File: src/rtl/ipml_rd_fifo_rr_scheduler_if.sv
// Bus bundle between the read-side scheduler and its environment.
//   ch_en, fifo_rd_vld, fifo_rd_data, out_ready : environment -> scheduler
//   fifo_rd_en, out_data, out_ch, out_vld,
//   out_last, burst_abort, busy                 : scheduler -> environment
// master = scheduler side, slave = FIFO bank / downstream side.
interface ipml_rd_fifo_rr_scheduler_if #(
  parameter int unsigned N_CH   = 4,
  parameter int unsigned DATA_W = 32,
  parameter int unsigned CH_W   = $clog2(N_CH)
);
  logic [N_CH-1:0]        ch_en;
  logic [N_CH-1:0]        fifo_rd_vld;
  logic [N_CH*DATA_W-1:0] fifo_rd_data;
  logic [N_CH-1:0]        fifo_rd_en;
  logic [DATA_W-1:0]      out_data;
  logic [CH_W-1:0]        out_ch;
  logic                   out_vld;
  logic                   out_ready;
  logic                   out_last;
  logic                   burst_abort;
  logic                   busy;

  modport master (
    input  ch_en, fifo_rd_vld, fifo_rd_data, out_ready,
    output fifo_rd_en, out_data, out_ch, out_vld, out_last, burst_abort, busy
  );

  modport slave (
    output ch_en, fifo_rd_vld, fifo_rd_data, out_ready,
    input  fifo_rd_en, out_data, out_ch, out_vld, out_last, burst_abort, busy
  );
endinterface

File: src/rtl/ipml_rd_fifo_rr_scheduler.sv
// Round-robin read scheduler for N_CH FWFT prefetch FIFOs. Grants one channel at a
// time, drains it in bursts of BURST_LEN beats into a single registered output
// stream tagged with the channel ID, and releases a burst early after TIMEOUT
// consecutive empty-FIFO cycles.
// Ports:
//   rd_clk  : read clock
//   rd_rst  : asynchronous reset, active high
//   bus     : scheduler side of ipml_rd_fifo_rr_scheduler_if
//             (fifo_rd_en is a same-cycle pop strobe; all out_* / burst_abort /
//              busy are registered)
module ipml_rd_fifo_rr_scheduler #(
  parameter int unsigned N_CH      = 4,
  parameter int unsigned DATA_W    = 32,
  parameter int unsigned BURST_LEN = 16,
  parameter int unsigned TIMEOUT   = 64
) (
  input  logic                             rd_clk,
  input  logic                             rd_rst,
  ipml_rd_fifo_rr_scheduler_if.master      bus
);

  localparam int unsigned CH_W  = $clog2(N_CH);
  localparam int unsigned CNT_W = $clog2(BURST_LEN + 1);
  localparam int unsigned TO_W  = $clog2(TIMEOUT + 1);

  typedef enum logic [1:0] {IDLE, BURST, DRAIN} state_t;

  state_t            state_q, state_d;
  logic [CH_W-1:0]   ptr_q, ptr_d;
  logic [CH_W-1:0]   gnt_q, gnt_d;
  logic [CNT_W-1:0]  cnt_q, cnt_d;
  logic [TO_W-1:0]   to_q, to_d;

  logic [DATA_W-1:0] out_data_q;
  logic [CH_W-1:0]   out_ch_q;
  logic              out_vld_q;
  logic              out_last_q;
  logic              burst_abort_q;
  logic              busy_q;

  logic [N_CH-1:0]   req_c;
  logic [CH_W-1:0]   rr_sel_c;
  logic              rr_hit_c;
  logic [DATA_W-1:0] gnt_data_c;
  logic              can_load_c;
  logic              pop_c;
  logic              last_beat_c;
  logic              abort_c;

  assign req_c       = bus.ch_en & bus.fifo_rd_vld;
  // Output register can take a new beat when empty or being accepted this cycle.
  assign can_load_c  = ~out_vld_q | bus.out_ready;
  assign pop_c       = (state_q == BURST) & can_load_c & bus.fifo_rd_vld[gnt_q];
  assign last_beat_c = (cnt_q == CNT_W'(BURST_LEN - 1));

  // Round-robin pick: first requester after the last granted channel.
  always_comb begin
    logic [CH_W-1:0] idx;
    idx      = '0;
    rr_sel_c = '0;
    rr_hit_c = 1'b0;
    for (int unsigned i = 1; i <= N_CH; i++) begin
      idx = CH_W'((32'(ptr_q) + i) % N_CH);
      if (!rr_hit_c && req_c[idx]) begin
        rr_sel_c = idx;
        rr_hit_c = 1'b1;
      end
    end
  end

  // Head data of the granted channel.
  always_comb begin
    gnt_data_c = '0;
    for (int unsigned i = 0; i < N_CH; i++) begin
      if (gnt_q == CH_W'(i)) gnt_data_c = bus.fifo_rd_data[i*DATA_W +: DATA_W];
    end
  end

  // Pop strobe: only the granted channel, only when its head is valid.
  always_comb begin
    bus.fifo_rd_en = '0;
    if (pop_c) bus.fifo_rd_en[gnt_q] = 1'b1;
  end

  // Next-state logic.
  always_comb begin
    state_d = state_q;
    ptr_d   = ptr_q;
    gnt_d   = gnt_q;
    cnt_d   = cnt_q;
    to_d    = to_q;
    abort_c = 1'b0;
    case (state_q)
      IDLE: begin
        if (rr_hit_c) begin
          gnt_d   = rr_sel_c;
          ptr_d   = rr_sel_c;
          cnt_d   = '0;
          to_d    = '0;
          state_d = BURST;
        end
      end
      BURST: begin
        if (pop_c) begin
          cnt_d = cnt_q + CNT_W'(1);
          to_d  = '0;
          if (last_beat_c) state_d = DRAIN;
        end else if (can_load_c) begin
          // Only empty-FIFO cycles count towards the timeout; downstream stalls do not.
          if (to_q == TO_W'(TIMEOUT - 1)) begin
            abort_c = 1'b1;
            state_d = DRAIN;
          end else begin
            to_d = to_q + TO_W'(1);
          end
        end
      end
      DRAIN: begin
        if (can_load_c) state_d = IDLE;
      end
      default: state_d = IDLE;
    endcase
  end

  // State, counters and registered output stage.
  always_ff @(posedge rd_clk or posedge rd_rst) begin
    if (rd_rst) begin
      state_q       <= IDLE;
      ptr_q         <= CH_W'(N_CH - 1);
      gnt_q         <= '0;
      cnt_q         <= '0;
      to_q          <= '0;
      out_data_q    <= '0;
      out_ch_q      <= '0;
      out_vld_q     <= 1'b0;
      out_last_q    <= 1'b0;
      burst_abort_q <= 1'b0;
      busy_q        <= 1'b0;
    end else begin
      state_q       <= state_d;
      ptr_q         <= ptr_d;
      gnt_q         <= gnt_d;
      cnt_q         <= cnt_d;
      to_q          <= to_d;
      burst_abort_q <= abort_c;
      busy_q        <= (state_d == BURST);
      if (pop_c) begin
        out_data_q <= gnt_data_c;
        out_ch_q   <= gnt_q;
        out_vld_q  <= 1'b1;
        out_last_q <= last_beat_c;
      end else if (bus.out_ready) begin
        out_vld_q  <= 1'b0;
        out_last_q <= 1'b0;
      end
    end
  end

  assign bus.out_data    = out_data_q;
  assign bus.out_ch      = out_ch_q;
  assign bus.out_vld     = out_vld_q;
  assign bus.out_last    = out_last_q;
  assign bus.burst_abort = burst_abort_q;
  assign bus.busy        = busy_q;

endmodule

File: src/flat_wrapper.sv
// flat-port wrapper written by rule: the top's interface ports become plain ports
module ipml_rd_fifo_rr_scheduler_flat 
#(
  parameter int unsigned N_CH      = 4,
  parameter int unsigned DATA_W    = 32,
  parameter int unsigned BURST_LEN = 16,
  parameter int unsigned TIMEOUT   = 64
)
  (rd_clk, rd_rst, bus_ch_en, bus_fifo_rd_vld, bus_fifo_rd_data, bus_out_ready, bus_fifo_rd_en, bus_out_data, bus_out_ch, bus_out_vld, bus_out_last, bus_burst_abort, bus_busy);
  ipml_rd_fifo_rr_scheduler_if #(.N_CH(N_CH), .DATA_W(DATA_W)) bus_i ();
  input  logic rd_clk;
  input  logic rd_rst;
  input wire logic [$bits(bus_i.ch_en)-1:0] bus_ch_en;
  input wire logic [$bits(bus_i.fifo_rd_vld)-1:0] bus_fifo_rd_vld;
  input wire logic [$bits(bus_i.fifo_rd_data)-1:0] bus_fifo_rd_data;
  input wire logic [$bits(bus_i.out_ready)-1:0] bus_out_ready;
  output wire logic [$bits(bus_i.fifo_rd_en)-1:0] bus_fifo_rd_en;
  output wire logic [$bits(bus_i.out_data)-1:0] bus_out_data;
  output wire logic [$bits(bus_i.out_ch)-1:0] bus_out_ch;
  output wire logic [$bits(bus_i.out_vld)-1:0] bus_out_vld;
  output wire logic [$bits(bus_i.out_last)-1:0] bus_out_last;
  output wire logic [$bits(bus_i.burst_abort)-1:0] bus_burst_abort;
  output wire logic [$bits(bus_i.busy)-1:0] bus_busy;
  assign bus_i.ch_en = bus_ch_en;
  assign bus_i.fifo_rd_vld = bus_fifo_rd_vld;
  assign bus_i.fifo_rd_data = bus_fifo_rd_data;
  assign bus_i.out_ready = bus_out_ready;
  assign bus_fifo_rd_en = bus_i.fifo_rd_en;
  assign bus_out_data = bus_i.out_data;
  assign bus_out_ch = bus_i.out_ch;
  assign bus_out_vld = bus_i.out_vld;
  assign bus_out_last = bus_i.out_last;
  assign bus_burst_abort = bus_i.burst_abort;
  assign bus_busy = bus_i.busy;
  ipml_rd_fifo_rr_scheduler #(.N_CH(N_CH), .DATA_W(DATA_W), .BURST_LEN(BURST_LEN), .TIMEOUT(TIMEOUT)) u_core (.rd_clk(rd_clk), .rd_rst(rd_rst), .bus(bus_i));
endmodule
File: config.mk
export PLATFORM = sky130hd
export DESIGN_NAME = ipml_rd_fifo_rr_scheduler_flat
export DESIGN_NICKNAME = d
export VERILOG_FILES = /design/src/rtl/ipml_rd_fifo_rr_scheduler_if.sv /design/src/rtl/ipml_rd_fifo_rr_scheduler.sv /design/src/flat_wrapper.sv
export SDC_FILE = /design/constraint.sdc
export NUM_CORES = 1
export LEC_CHECK = 0
export ABC_AREA = 1
export BUFFER_PORTS_ARGS = -buffer_cell sky130_fd_sc_hd__buf_2
export CORE_MARGIN = 5
export CORE_UTILIZATION = 35
export CTS_CLUSTER_SIZE = 10
export DETAILED_ROUTE_END_ITERATION = 10
export PLACE_DENSITY = 0.65
export SETUP_SLACK_MARGIN = 0.1
export SYNTH_ARGS = -nofsm -noshare
export SYNTH_HDL_FRONTEND = slang
export SYNTH_SLANG_ARGS = --single-unit
File: constraint.sdc
create_clock -name rd_clk -period 4.4 [get_ports rd_clk]
set_input_delay 0.44 -clock rd_clk [delete_from_list [all_inputs] [get_ports rd_clk]]
set_output_delay 0.44 -clock rd_clk [all_outputs]
set_load 0.05 [all_outputs]
==> results.tsv, run 1 <==
metric	value	unit
ys_types	26	
drv_cap	0	
finalCriticalPeriod	3.14	ns
crit_chain	nand2_1, inv_2, nand2_1, nand4_2, nand2_4, inv_2, nand2_1, inv_1, buf_2	
htree_levels	2	
yosysTopAreaCellShare	40.9	%
post_cts_resized	0	
finClkSkew	0.0116	ns
worst_path_most_repeated_cell	nand2_1	
finalCritPeriodShare	71.4	%
ir_drop	0.340	mV
dieArea	11500	um^2
finalSetupTns	0	ns
synth_cells	473	
cts_sinks	56	
tightest_slew	0.751	ns
critPathArrivalTime	2.70	ns
path_delay_family	buffers and inverters	
antenna_found_initial	0	
post_cts_buffers	0	
ant_nets	0	
final_util	47.2	%
setup_viol	0	
synth.ff_latch_count	56	
synth_top_cell_by_area	dfrtp_1	
synthesis.area	3300	um^2
setup.worst_path.end_class	output pin	
gr-total-overflow	0	
grt_pass1_wl	16600	um
dpl.hpwl	8270	um
critPathRequiredTime	3.96	ns
ctsHoldBuffers	0	
first_pass_iters	5	
outcome	completed	
cts_tree	yes	
critPathSlowestCell	dfrtp_1	
io_pins	181	
vias	3678	
track_usage	17.8	%
synth.area.top_cells	dfrtp_1, nand2_1, nand3_1	
wire_per_inst	14.0	um
power_density	767	nW/um^2
fmax	0.318	GHz
place_congestion	0.818	
yosys_warnings	0	
crit_path_max_incr_delay	0.46	ns
clockBufferDepth	2	
area_growth	32.0	%
synth_flop_cell	dfrtp_1	
vias_per_cell	4.78	
yosysMostFrequentCell	nand2_1	
hp-class	in -> async	
cp_max_fo	81	
yosysSeqAreaShare	42.5	%
synth_edf_count	0	
cts_buffers	5	
crit_path_start_kind	flop	
grt_max_degree	82	
core	9240	um^2
power_leakage	2.42	nW
die_h	107	um
path_buf_inv	4	
async_flop_share	100	%
die_w	107	um
rows	35	
r2r_setup_slack	1.88	ns
routed_wl	10800	um
clk_pin_slew	0.10	ns
first_iter_violations	250	
crit_type	reg -> out	
synth_fp_nets	615	
fillerInstances	935	
final_net_count	782	
syn_avg_cell_area	6.99	um^2
drc	0	
insertion_delay	0.31	ns
hold_viol_final	0	
maxSlewHeadroom	49.9	%
finalMaxSlewViolations	0	
port_buffers	180	
start_util	35.8	%
cts_root_buf	clkbuf_8	
synth_common_cells	nand2_1, dfrtp_1, nand3_1, o21ai_1, a21oi_1	
grt_pass1_vias	3477	
drive_gt1_share	33.2	%
rsz0062_at_grt	false	
antennaDiodeCount	0	
==> routing by layer <==
metal	GRT usage (%)	share of wire [%]	routed length (um)
met5	0	0	0
met3	3.79	7.6	821
met1	22.2	41	4360
met4	4.75	2.0	216
met2	31.1	50	5360
==> final cells by class <==
type                       count  area (um^2)  area share, %
clock buffer                   5         68.8           1.58
clock inverter                 3         21.3          0.488
inverter                      24         92.6           2.12
multi-input combinational    370         1690           38.7
sequential                    56         1400           32.2
tap                          129          161           3.70
timing repair buffer         183          923           21.2
==> worst reg2reg max path: stages (launching register included) <==
cell     delay [ns]
dfrtp_1        0.46
nand2_1        0.11
inv_2          0.45
nand2_1        0.13
nand4_2        0.14
nand2_4        0.40
nand2_4        0.30
inv_2          0.08
nand2_4        0.10
nand2_2        0.11
nand2_1        0.08
nand2_1        0.04
==> power breakdown <==
part           leakage [nW]  internal, mW  switching [mW]  total (mW)
Combinational          1.67         0.576            1.58        2.16
Sequential            0.700         0.745           0.153       0.897
Clock                0.0445         0.113           0.173       0.286
Total                  2.42          1.43            1.91        3.34
==> kinds of logic after synthesis <==
| group | share of synthesized area (%) |
|---|---|
| buffers and inverters | 6.40 |
| and+or+nand+nor | 36.4 |
| xor gates and xnor gates | 1.33 |
| adders and majority gates | 1.14 |
| AOI/OAI and AO/OA | 12.2 |
| DFF | 42.5 |
==> sequential cells by signal, summed over array words and instances, names as in the netlist <==
register	count
u_core.bus.burst_abort	1
u_core.bus.busy	1
u_core.bus.out_ch	2
u_core.bus.out_data	32
u_core.bus.out_last	1
u_core.bus.out_vld	1
u_core.cnt_q	5
u_core.gnt_q	2
u_core.ptr_q	2
u_core.state_q	2
u_core.to_q	7
==> layout by cell type, fill, tap and decap left out, drive strengths merged, types with 6 or more instances in the layout <==
cell type / Yosys / routed
nand2: 206 / 206
buf: 11 / 183
nand3: 54 / 54
dfrtp: 54 / 54
o21ai: 42 / 42
a21oi: 26 / 26
inv: 24 / 25
nor2: 21 / 21
a221oi: 6 / 6
nand4: 6 / 6
==> path summary, 6_finish.rpt <==
kind                                         startpoint                       to  cells after the start
worst max-delay path                    u_core.gnt_q[1]        bus_fifo_rd_en[1]                      9
worst min-delay path                             rd_rst  u_core.bus.out_data[19]                      3
worst max register to register          u_core.gnt_q[1]           u_core.to_q[5]                     11
worst min register to register  u_core.bus.out_data[14]  u_core.bus.out_data[14]                      2
max in group asynchronous                        rd_rst           u_core.to_q[6]                      3
min in group rd_clk               bus_fifo_rd_data[118]  u_core.bus.out_data[22]                      3
==> stage by stage <==
stage | cell area [um^2] | instances | setup WS, ns | power, mW | hold WS (ns)
6_report | 4360 | 770 | 1.26 | 3.34 | 0.313
5_1_grt | 4360 | 770 | 1.02 | 3.64 | 0.369
4_1_cts | 4360 | 770 | 1.22 | 3.39 | 0.334
3_5_place_dp | 4270 | 762 | 1.58 | 3.09 | 0.469
3_3_place_gp | 4270 | 762 | 1.65 | 3.04 | 0.467
2_1_floorplan | 3300 | 473 | 1.98 | 2.58 | 0.468
Power figures use the tool's default switching activity.
==> run 2: changes to the inputs <==
==> constraint.sdc (replaced) <==
create_clock -name rd_clk -period 3 [get_ports rd_clk]
set_input_delay 0.3 -clock rd_clk [delete_from_list [all_inputs] [get_ports rd_clk]]
set_output_delay 0.3 -clock rd_clk [all_outputs]
set_load 0.05 [all_outputs]
==> results.tsv, run 2 (synthesized netlist as in run 1, its figures left out) <==
metric	value	unit	change
outcome	completed		unchanged
finalCritPeriodShare	89.3	%	
first_pass_iters	4		was 5
htree_levels	2		unchanged
hold_slack	0.260	ns	was 0.313 ns
power.share.sequential	26.8	%	about the same
cp_max_fo	36		was 81
power_density	1120	nW/um^2	was 767 nW/um^2
internal-power	2.11	mW	was 1.43 mW
die_w	107	um	unchanged
multi_input_area	1690	um^2	unchanged
largest_register_ffs	32		unchanged
fillerInstances	957		was 935
maxSlewHeadroom	68.9	%	was 49.9%
core	9240	um^2	unchanged
post_cts_buffers	0		unchanged
final_net_count	784		was 782
gr-total-overflow	0		unchanged
wire_per_inst	13.7	um	was 14.0 um
grt_max_degree	47		was 82
cts_buffers	5		unchanged
rsz0062_at_grt	false		unchanged
drc	0		unchanged
rows	35		unchanged
crit_path_start_kind	flop		unchanged
worstRegToRegCells	7		was 11
dpl.hpwl	8390	um	was 8270 um
place_congestion	0.810		was 0.818
setup.worst_path.end_class	output pin		unchanged
insertion_delay	0.31	ns	about the same
die_h	107	um	unchanged
swShare	56.9	%	was 57.1%
crit_type	reg -> out		unchanged
pwr-share-clk	8.3	%	was 8.6%
critPathRequiredTime	2.70	ns	was 3.96 ns
vias_per_cell	4.77		was 4.78
mostFrequentLayoutCells	nand2_1, buf_2, nand3_1, dfrtp_1, o21ai_1		unchanged
fmax	0.373	GHz	
setup_viol	0		unchanged
drv_cap	0		unchanged
power_leakage	2.42	nW	about the same
whs_path_depth	3		
place_ws	0.638	ns	was 1.58 ns
finalCriticalPeriod	2.68	ns	
r2r-start	u_core.gnt_q[1]		unchanged
ir_drop	0.445	mV	was 0.340 mV
antennaDiodeCount	0		unchanged
final_common_cell	nand2_1		unchanged
min_from	bus_fifo_rd_data[118]		
hp-class	in -> reg		was in -> async
r2r_setup_slack	0.64	ns	was 1.88 ns
port_buffers	180		unchanged
area_growth	32.6	%	was 32.0%
hold_viol_final	0		unchanged
finClkSkew	0.0115	ns	was 0.0116 ns
holdPathEnd	u_core.bus.out_data[22]		
cts_sinks	56		unchanged
fin_ws	0.321	ns	was 1.26 ns
tightest_slew	0.466	ns	was 0.751 ns
grt_pass1_vias	3499		was 3477
dieArea	11500	um^2	unchanged
drive_gt1_share	33.1	%	was 33.2%
switching_power	2.79	mW	was 1.91 mW
io_pins	181		unchanged
ant_nets	0		unchanged
vias	3679		was 3678
antenna_found_initial	0		unchanged
finalSetupTns	0	ns	unchanged
track_usage	18.0	%	was 17.8%
clk_pin_slew	0.10	ns	about the same
clockBufferDepth	2		unchanged
cts_tree	yes		unchanged
routed_wl	10600	um	was 10800 um
critPathArrivalTime	2.38	ns	was 2.70 ns
p_total	4.90	mW	was 3.34 mW
r2r_end	u_core.bus.out_data[11]		was u_core.to_q[5]
start_util	35.8	%	unchanged
pwr-share-comb	64.9	%	was 64.6%
ff_latch_area	1400	um^2	unchanged
grt_pass1_wl	16700	um	was 16600 um
first_iter_violations	248		was 250
cts_root_buf	clkbuf_8		unchanged
finalMaxSlewViolations	0		unchanged
-- run 2: cell types whose count changed in the layout (fill, tap and decap cells not counted), sizes merged --
cell | before | now
dlygate4sd3 | 0 | 1
buf | 183 | 184
clkinv | 1 | 2
inv | 25 | 23
clkbuf | 5 | 6
-- run 2: layout make-up --
class | count | share of cell area (%)
Clock buffer | 6 | 1.66
Inverter | 24 | 2.20
Tap cell | 129 | 3.68
Timing Repair Buffer | 185 | 21.5
Clock inverter | 2 | 0.371
Multi-Input combinational cell | 370 | 38.6
Sequential cell | 56 | 32.0
-- run 2: worst max-delay path by stage --
| stage | startpoint | endpoint | slack, ns |
|---|---|---|---|
| after floorplan | u_core.bus.out_vld | bus_fifo_rd_en[2] | 0.72 |
| after global placement | u_core.gnt_q[0] | bus_fifo_rd_en[1] | 0.70 |
| after detailed placement | u_core.gnt_q[1] | bus_fifo_rd_en[1] | 0.64 |
| after CTS | u_core.gnt_q[1] | bus_fifo_rd_en[1] | 0.28 |
| after global routing | u_core.gnt_q[1] | bus_fifo_rd_en[1] | 0.12 |
| final | u_core.gnt_q[1] | bus_fifo_rd_en[1] | 0.32 |
-- run 2: power by group through the flow --
stage / sequential [mW] / combinational, mW / clock, mW
global placement: 1.32 / 3.15 / 0
finish: 1.31 / 3.18 / 0.405
global route: 1.35 / 3.52 / 0.455
CTS: 1.32 / 3.21 / 0.424
floorplan: 2.07 / 1.72 / 0
detailed placement: 1.33 / 3.20 / 0
-- run 2: through the flow --
stage | cells | area [um^2] | utilization, %
floorplan | 473 | 3300 | -
global placement | 763 | 4280 | 46.3
detailed placement | 763 | 4280 | 46.3
CTS | 772 | 4380 | 47.4
global route | 772 | 4380 | 47.4
finish | 772 | 4380 | 47.4
-- run 2: worst max-delay path, stage by stage, from the launching register on --
cell and delay (ns):
dfrtp_1 0.46, nand2_1 0.13, clkinv_2 0.38, nand2_1 0.20, nand4_2 0.14, nand2_4 0.30
inv_2 0.13, nand2_1 0.09, inv_1 0.04, buf_2 0.20
-- run 2: metal layers --
layer  track usage [%]  routed length [um]  vias up
met4              6.67                 248        0
met1              20.8                4380     1671
met3              3.79                 697       16
met5                 0                   0        -
li1                  -                   -     1878
met2              32.4                5280      114
-- run 2: timing repair --
item | CTS | global route
hold endpoints to repair | 1 | 0
gates resized for setup | 0 | 3
hold buffers | 1 | 0
endpoints found under the setup margin | 0 | 2
